### config.mk
export PLATFORM = sky130hd
export DESIGN_NAME = rf_access_ctrl
export DESIGN_NICKNAME = d
export VERILOG_FILES = /design/src/rtl/rf_access_ctrl.sv
export SDC_FILE = /design/constraint.sdc
export NUM_CORES = 1
export LEC_CHECK = 0
export CAP_MARGIN = 5
export CELL_PAD_IN_SITES_DETAIL_PLACEMENT = 1
export CELL_PAD_IN_SITES_GLOBAL_PLACEMENT = 1
export CORE_MARGIN = 3
export CORE_UTILIZATION = 29
export CTS_CLUSTER_SIZE = 40
export DETAILED_ROUTE_END_ITERATION = 8
export PLACE_DENSITY_LB_ADDON = 0.1
export SYNTH_ARGS = -nofsm -noshare
export SYNTH_HDL_FRONTEND = slang
export SYNTH_SLANG_ARGS = --single-unit
### constraint.sdc
create_clock -name i_clk -period 2.15 [get_ports i_clk]
set_clock_uncertainty 0.2 [all_clocks]
set_input_delay 0.215 -clock i_clk [delete_from_list [all_inputs] [get_ports i_clk]]
set_output_delay 0.215 -clock i_clk [all_outputs]
set_load 0.005 [all_outputs]
### src/rtl/rf_access_ctrl.sv
// Command-driven register-file initiator: single READ/WRITE plus whole-file DUMP/CLEAR,
// driving one rf read port and the rf write port, with a valid/ready response channel.
module rf_access_ctrl #(
  parameter bit          SKIP_X0   = 1'b1,
  parameter logic [31:0] CLR_VALUE = 32'h0
) (
  input  logic        i_clk,
  input  logic        i_rst_n,
  input  logic        i_cmd_valid,
  output logic        o_cmd_ready,
  input  logic [1:0]  i_cmd_op,
  input  logic [4:0]  i_cmd_addr,
  input  logic [31:0] i_cmd_wdata,
  output logic        o_rsp_valid,
  input  logic        i_rsp_ready,
  output logic [4:0]  o_rsp_addr,
  output logic [31:0] o_rsp_data,
  output logic        o_rsp_last,
  output logic        o_busy,
  output logic [4:0]  o_rs1_raddr,
  input  logic [31:0] i_rs1_rdata,
  output logic        o_rd_wen,
  output logic [4:0]  o_rd_waddr,
  output logic [31:0] o_rd_wdata
);

  localparam int unsigned AW = 5;
  localparam int unsigned DW = 32;

  localparam logic [AW-1:0] LAST_IDX   = AW'(31);
  localparam logic [AW-1:0] FIRST_CLR  = AW'(1);
  localparam logic [AW-1:0] DUMP_START = SKIP_X0 ? AW'(1) : AW'(0);
  localparam logic [DW-1:0] CLR_COUNT  = DW'(31);

  localparam logic [1:0] OP_READ  = 2'b00;
  localparam logic [1:0] OP_WRITE = 2'b01;
  localparam logic [1:0] OP_DUMP  = 2'b10;

  typedef enum logic [2:0] {
    S_IDLE,
    S_WR,
    S_RD,
    S_RSP,
    S_DMP_RD,
    S_DMP_RSP,
    S_CLR,
    S_DONE
  } state_t;

  state_t        state;
  logic [AW-1:0] idx;

  // Handshake status is a pure decode of the state register.
  assign o_cmd_ready = (state == S_IDLE);
  assign o_busy      = (state != S_IDLE);

  // Single sequencer: every port toward the rf and the response channel is registered here.
  always_ff @(posedge i_clk or negedge i_rst_n) begin
    if (!i_rst_n) begin
      state       <= S_IDLE;
      idx         <= '0;
      o_rsp_valid <= 1'b0;
      o_rsp_addr  <= '0;
      o_rsp_data  <= '0;
      o_rsp_last  <= 1'b0;
      o_rs1_raddr <= '0;
      o_rd_wen    <= 1'b0;
      o_rd_waddr  <= '0;
      o_rd_wdata  <= '0;
    end else begin
      case (state)
        S_IDLE: begin
          if (i_cmd_valid) begin
            case (i_cmd_op)
              OP_WRITE: begin
                state      <= S_WR;
                o_rd_wen   <= 1'b1;
                o_rd_waddr <= i_cmd_addr;
                o_rd_wdata <= i_cmd_wdata;
              end
              OP_READ: begin
                state       <= S_RD;
                o_rs1_raddr <= i_cmd_addr;
              end
              OP_DUMP: begin
                state       <= S_DMP_RD;
                idx         <= DUMP_START;
                o_rs1_raddr <= DUMP_START;
              end
              default: begin
                state      <= S_CLR;
                idx        <= FIRST_CLR;
                o_rd_wen   <= 1'b1;
                o_rd_waddr <= FIRST_CLR;
                o_rd_wdata <= CLR_VALUE;
              end
            endcase
          end
        end

        S_WR: begin
          o_rd_wen <= 1'b0;
          state    <= S_IDLE;
        end

        S_RD: begin
          o_rsp_valid <= 1'b1;
          o_rsp_addr  <= o_rs1_raddr;
          o_rsp_data  <= i_rs1_rdata;
          o_rsp_last  <= 1'b1;
          state       <= S_RSP;
        end

        S_RSP: begin
          if (i_rsp_ready) begin
            o_rsp_valid <= 1'b0;
            state       <= S_IDLE;
          end
        end

        S_DMP_RD: begin
          o_rsp_valid <= 1'b1;
          o_rsp_addr  <= idx;
          o_rsp_data  <= i_rs1_rdata;
          o_rsp_last  <= (idx == LAST_IDX);
          state       <= S_DMP_RSP;
        end

        // idx stops at x31, so the walk never wraps back to x0.
        S_DMP_RSP: begin
          if (i_rsp_ready) begin
            o_rsp_valid <= 1'b0;
            if (idx == LAST_IDX) begin
              state <= S_IDLE;
            end else begin
              idx         <= AW'(idx + AW'(1));
              o_rs1_raddr <= AW'(idx + AW'(1));
              state       <= S_DMP_RD;
            end
          end
        end

        S_CLR: begin
          if (idx == LAST_IDX) begin
            o_rd_wen    <= 1'b0;
            o_rsp_valid <= 1'b1;
            o_rsp_addr  <= '0;
            o_rsp_data  <= CLR_COUNT;
            o_rsp_last  <= 1'b1;
            state       <= S_DONE;
          end else begin
            idx        <= AW'(idx + AW'(1));
            o_rd_waddr <= AW'(idx + AW'(1));
          end
        end

        S_DONE: begin
          if (i_rsp_ready) begin
            o_rsp_valid <= 1'b0;
            state       <= S_IDLE;
          end
        end

        default: state <= S_IDLE;
      endcase
    end
  end

endmodule
Yosys cells after proc, flatten, opt, wreduce, memory -nomap -nowiden
Index checks and enable logic that the tools add are counted.
Cells by class
  add/subtract/negate cells: 1
  reductions and logical operators: 24
  bitwise gates (word level): 1
  eq/ne operators: 20
  muxes and demuxes: 33
Operators by type and width (number)
  $pmux 32 s2: 2
  $mux 5: 9
  $pmux 5 s2: 4
  $mux 32: 1
  $pmux 5 s3: 2
  $pmux 3 s7: 1
  $reduce_and 4->1: 4
  $mux 3: 5
  $reduce_bool 3->1: 5
  $ne 2x2->1 const B: 7
  $eq 3x3->1 const B: 4
  $pmux 1 s3: 3
  $pmux 3 s3: 1
  $reduce_or 2->1: 4
  $eq 3x2->1 const B: 2
  $reduce_and 3->1: 2
  $reduce_bool 2->1: 3
  $add 5x1->5 const B: 1
  $eq 5x5->1 const B: 1
  $mux 1: 5
  $reduce_and 5->1: 1
  $ne 2x1->1 const B: 2
  $reduce_and 2->1: 2
  $eq 3x1->1 const B: 1
  other kinds (7): 7
Word-level totals
  output and inout port bits: 84
  logic and storage cells: 89
  bits in registers: 90

Logic depth before layout (Yosys ltp)
  depth in word-level cells: 5
  depth in mapped cells: 9
  gate-level depth less buffers: 7

Least setup slack after synthesis
No wires, ideal clock.
  kind: reg2reg
  from: register idx[0]
  to: register idx[3]
  setup slack: -97 ps
  stages on the path, launching flop included: 8
  data arrival time: 1922 ps
  path buffers: 0
  period minus slack after synthesis: 2247 ps
  cell sequence: dfrtp_1 -> ha_1 -> and3_1 -> ha_1 -> or2b_1 -> a21oi_2 -> a31o_2 -> mux2_4
Between the ends
  word-level cells in the longest chain between the ends: 4
Ends and longest elaborated chain
  start, declared: line 51  | logic [AW-1:0] idx;
  start signal, assigned: line 136  | idx <= AW'(idx + AW'(1));
  start signal, assigned: line 152  | idx <= AW'(idx + AW'(1));
  $add 5x1->5 / $eq 5x5->1 (equally long branches)
  $mux 5 (*): line 133, 144
  $mux 5: line 131  | if (i_rsp_ready) begin
  $pmux 5 s3 (*): line 71  | case (state)
Every way passes the cells marked *; elsewhere a longest branch is shown, timed or not. The select of a mux whose other input is x is not followed.
A chain may end at the register's enable or synchronous reset.

Worst setup path in the final report
  from: register idx[0]
  to: register idx[4]
Same word-level chain as after synthesis.

==> results <==
- The run finished with clean final reports.
- The synthesized net count is 450.
- The utilization of the core after routing is 46.9%.
- The number of pins exceeding their max-slew limit in the final report came to 0.
- Setup repair after global routing left no endpoint under its margin.
- In the final routed layout, each cell accounts on average for 16.5 um.
- The buffer levels on the longest clock path is 2.
- The met3 wire length is 666 um.
- The congestion estimate from routability-driven global placement came to 0.774.
- The number of port buffers is 158.
- The via count of the first global-routing pass was 3553.
- The die height is 123 um.
- Using the TritonRoute via totals, the vias-per-cell ratio works out to 4.65.
- Row generation in the floorplan step produced 42 rows.
- In the synthesized netlist the dominant register cell turns out to be dfrtp_1.
- The category of the worst setup path launch point is a register.
- Derived from the worst setup path, the maximum achievable clock frequency is 479 MHz.
- In this run the worst path has a maximum fanout of 4.
- Before CTS, the worst setup slack after placement is -0.121 ns.
- The global-route wire length before repair is 18.6 mm.
- For this block, the via count after detailed routing is 3360.
- In the global route stage, overall resource usage came out at 15.8%.
- The initial utilization of the core area, before any placement, comes to 29.8%.
- The HPWL after detailed placement is 8.72 mm.
- A synthesized cell averages 10.8 um2.
- The post-synthesis async set-or-reset flop share is 100%.
- The normalized max-slew margin is 70.1%.
- The final critical-path required period is 2.09 ns.
- Synthesis produced 367 cells.
- The number of storage elements in the synthesis netlist is 90.
- The total length of routed wires is 11.9 mm.
- 0 antenna diodes ended up in the layout.
- The distinct cell type count after synthesis is 46.
- The CTS H-tree depth is 3.
- The TritonCTS buffer count is 9.
- In this run the static leakage power is 2.68 nW.
- The path category of the worst min-delay check is primary input to async pin.
- The buffer cell driving the clock tree root is clkbuf_16.
- In the final timing run, aggregate negative setup slack is 0 ns.
- The area growth from synthesis to layout is 57.4%.
- The final cycle utilization of the critical path is 97.0%.
- Pin placement for this block handled 159 I/O pins.
- The clock input transition at the sequential cells of the worst setup and hold paths is 0.06 ns.
- Sorting the synthesized cells by how often they occur yields dfrtp_1 (90), nand2_1 (76), o21ai_0 (49).
- Setup violations remaining at the end of the flow were counted as 0.
- The final setup slack of the worst path is 0.0634 ns.
- CTS saw 90 sinks.
- The netlist area before placement is 3980 um2.
- The number of iterations in the first detailed-routing pass is 4.
- Yosys printed 0 warnings.
- Entering global routing, the biggest net connects 53 pins.
- Yosys attributes the largest share of cell area to dfrtp_1 (57%), nand2_1 (7.2%), o21ai_0 (6.2%), a22o_1 (6.2%), mux2_2 (2.5%).
- The initial antenna violation count was 0.
- Fill cells in the final layout number 1474.
- The routed length on met1 is 5.33 mm.
- Of the post-synthesis cell area, the dominant cell type holds 56.6%.
- The share of post-route cells with drive strength above 1 is 13.2%.
- For this run, design rule violations remaining after detail routing come to 0.
- The category of the worst setup path capture point is a register.
- The critical path class is register to register.
- After the first detailed-routing iteration, the DRC count stood at 118.
- The met2 wirelength from detailed routing is 5.77 mm.
- Dividing total power by cell area gives a power density of 1440 nW/um2.
- The arrival time at the worst endpoint is 2.11 ns.
- The die is 123 um wide.
- For the pin with the worst max-slew slack, the measured transition is 0.449 ns.
- The register area share after synthesis is 56.6%.
- Overall power consumption after layout is estimated at 9.02 mW.
- The most used standard cell by instance count after synthesis is dfrtp_1.
- The highest signal layer in the routed design is met4.
- The TritonCTS clock tree is built.
- Once detail routing completed, the nets flagged for antenna violations numbered 0.
- In this run, synthesis inferred 0 flip-flops with an integrated enable.
- The largest area contributor in the netlist is dfrtp_1.
- For the worst-skew pair, the clock arrives at the later sink with an insertion delay of 0.34 ns.
- The post-layout net count is 624.
- The number of endpoints with negative hold slack in the final report was 0.
- IR analysis of the VDD net gives a maximum drop of 0.495 mV.
- Global routing finished with a remaining overflow of 0.
- The data required time of the critical path is 2.18 ns.
- The floorplan step defined a die boundary enclosing 15200 um2.
- The core area is 13300 um2.
- Max-cap violations in this run came to 0.
-- placed cells by master (no fill, tap or decap), drive strengths merged, types with 2 or more instances in the layout --
cell	synthesis	routed
a21oi	13	13
a22o	28	28
buf	15	28
clkbuf	9	13
clkdlybuf4s50	0	156
clkinvlp	0	2
dfrtp	90	90
ha	8	8
inv	8	8
mux2	12	12
mux2i	2	2
nand2	76	76
nand2b	4	4
nand3	5	5
nand3b	7	7
nor2	7	7
nor2b	3	3
nor3	2	2
nor3b	5	5
o21ai	50	50
o22a	5	5
or2b	2	2
xor2	2	2
-- metal layers --
layer | vias to the layer above | global-route usage, %
li1 | 1625 | -
met1 | 1636 | 20.6
met2 | 89 | 26.0
met3 | 10 | 3.06
met4 | 0 | 6.23
met5 | - | 0
-- worst max-delay path: stages (launching register included) --
cell and delay, ns:
dfrtp_1 0.38, ha_2 0.20, and3_4 0.17, ha_4 0.17
or2b_1 0.24, a21oi_2 0.15, a31o_4 0.16, mux2_4 0.30
-- kinds of logic (layout without fill, tap and decap cells) --
kind of cell    count (synthesis)  in the layout  synth area share (%)
compound gates                106            106                  18.0
xor+xnor                        3              3                 0.660
fa+ha+maj                       8              8                  2.52
buf+inv                        32            211                  4.40
flops                          90             90                  56.6
mux                            14             14                  4.09
simple gates                  114            114                  13.8
-- where the power goes --
| part | leakage, nW | total (mW) | switching (mW) | internal, mW |
|---|---|---|---|---|
| combinational | 1.39 | 4.44 | 1.83 | 2.61 |
| sequential | 1.15 | 2.95 | 0.440 | 2.51 |
| clock | 0.145 | 1.63 | 0.670 | 0.963 |
| total | 2.68 | 9.02 | 2.94 | 6.08 |
-- metrics by stage --
step           instance area [um2]  cells  hold WS [ns]
2_1_floorplan                 4010    367        -0.281
3_3_place_gp                  5880    701       -0.0422
3_5_place_dp                  5880    701       -0.0339
4_1_cts                       6220    720         0.133
5_1_grt                       6260    722         0.153
6_report                      6260    722         0.128
-- path summary, 6_finish.rpt --
check / depth (start not counted) / slack, ns / start / end
hold / removal: 2 / 0.13 / i_rst_n / o_rsp_data[19]
hold reg to reg: 2 / 0.28 / o_rd_wdata[15] / o_rd_wdata[15]
setup reg to reg: 7 / 0.06 / idx[0] / idx[4]
min in group i_clk: 3 / 0.21 / i_cmd_wdata[7] / o_rd_wdata[7]
max in group asynchronous: 3 / 1.02 / i_rst_n / o_rsp_data[9]
setup / recovery: 7 / 0.06 / idx[0] / idx[4]
-- layout make-up --
type | count | area (um2) | area share (%)
flip-flops and latches | 90 | 2250 | 35.9
repair buffers | 187 | 1860 | 29.6
multi-input cells | 245 | 1600 | 25.5
clock buffers | 12 | 256 | 4.09
well taps | 176 | 220 | 3.52
clock inverters | 4 | 50.0 | 0.799
inverters | 8 | 32.5 | 0.519
-- repair_timing --
action / in CTS / in global routing
gates resized for setup: 4 / 2
gates cloned: 0 / 1
setup endpoints to repair: 4 / 20
hold buffers: 1 / 0
endpoints found under the hold margin: 82 / 0
setup buffers: 2 / 1
pin swaps: 1 / 3
-- state kept, by name (all words and copies together), names as in the netlist --
register and cells:
idx 5, o_rsp_valid 1, o_rs1_raddr 5, o_rd_waddr 5
o_rsp_last 1, o_rsp_addr 5, state 3, o_rd_wen 1
o_rsp_data 32, o_rd_wdata 32
Power figures use the tool's default switching activity.
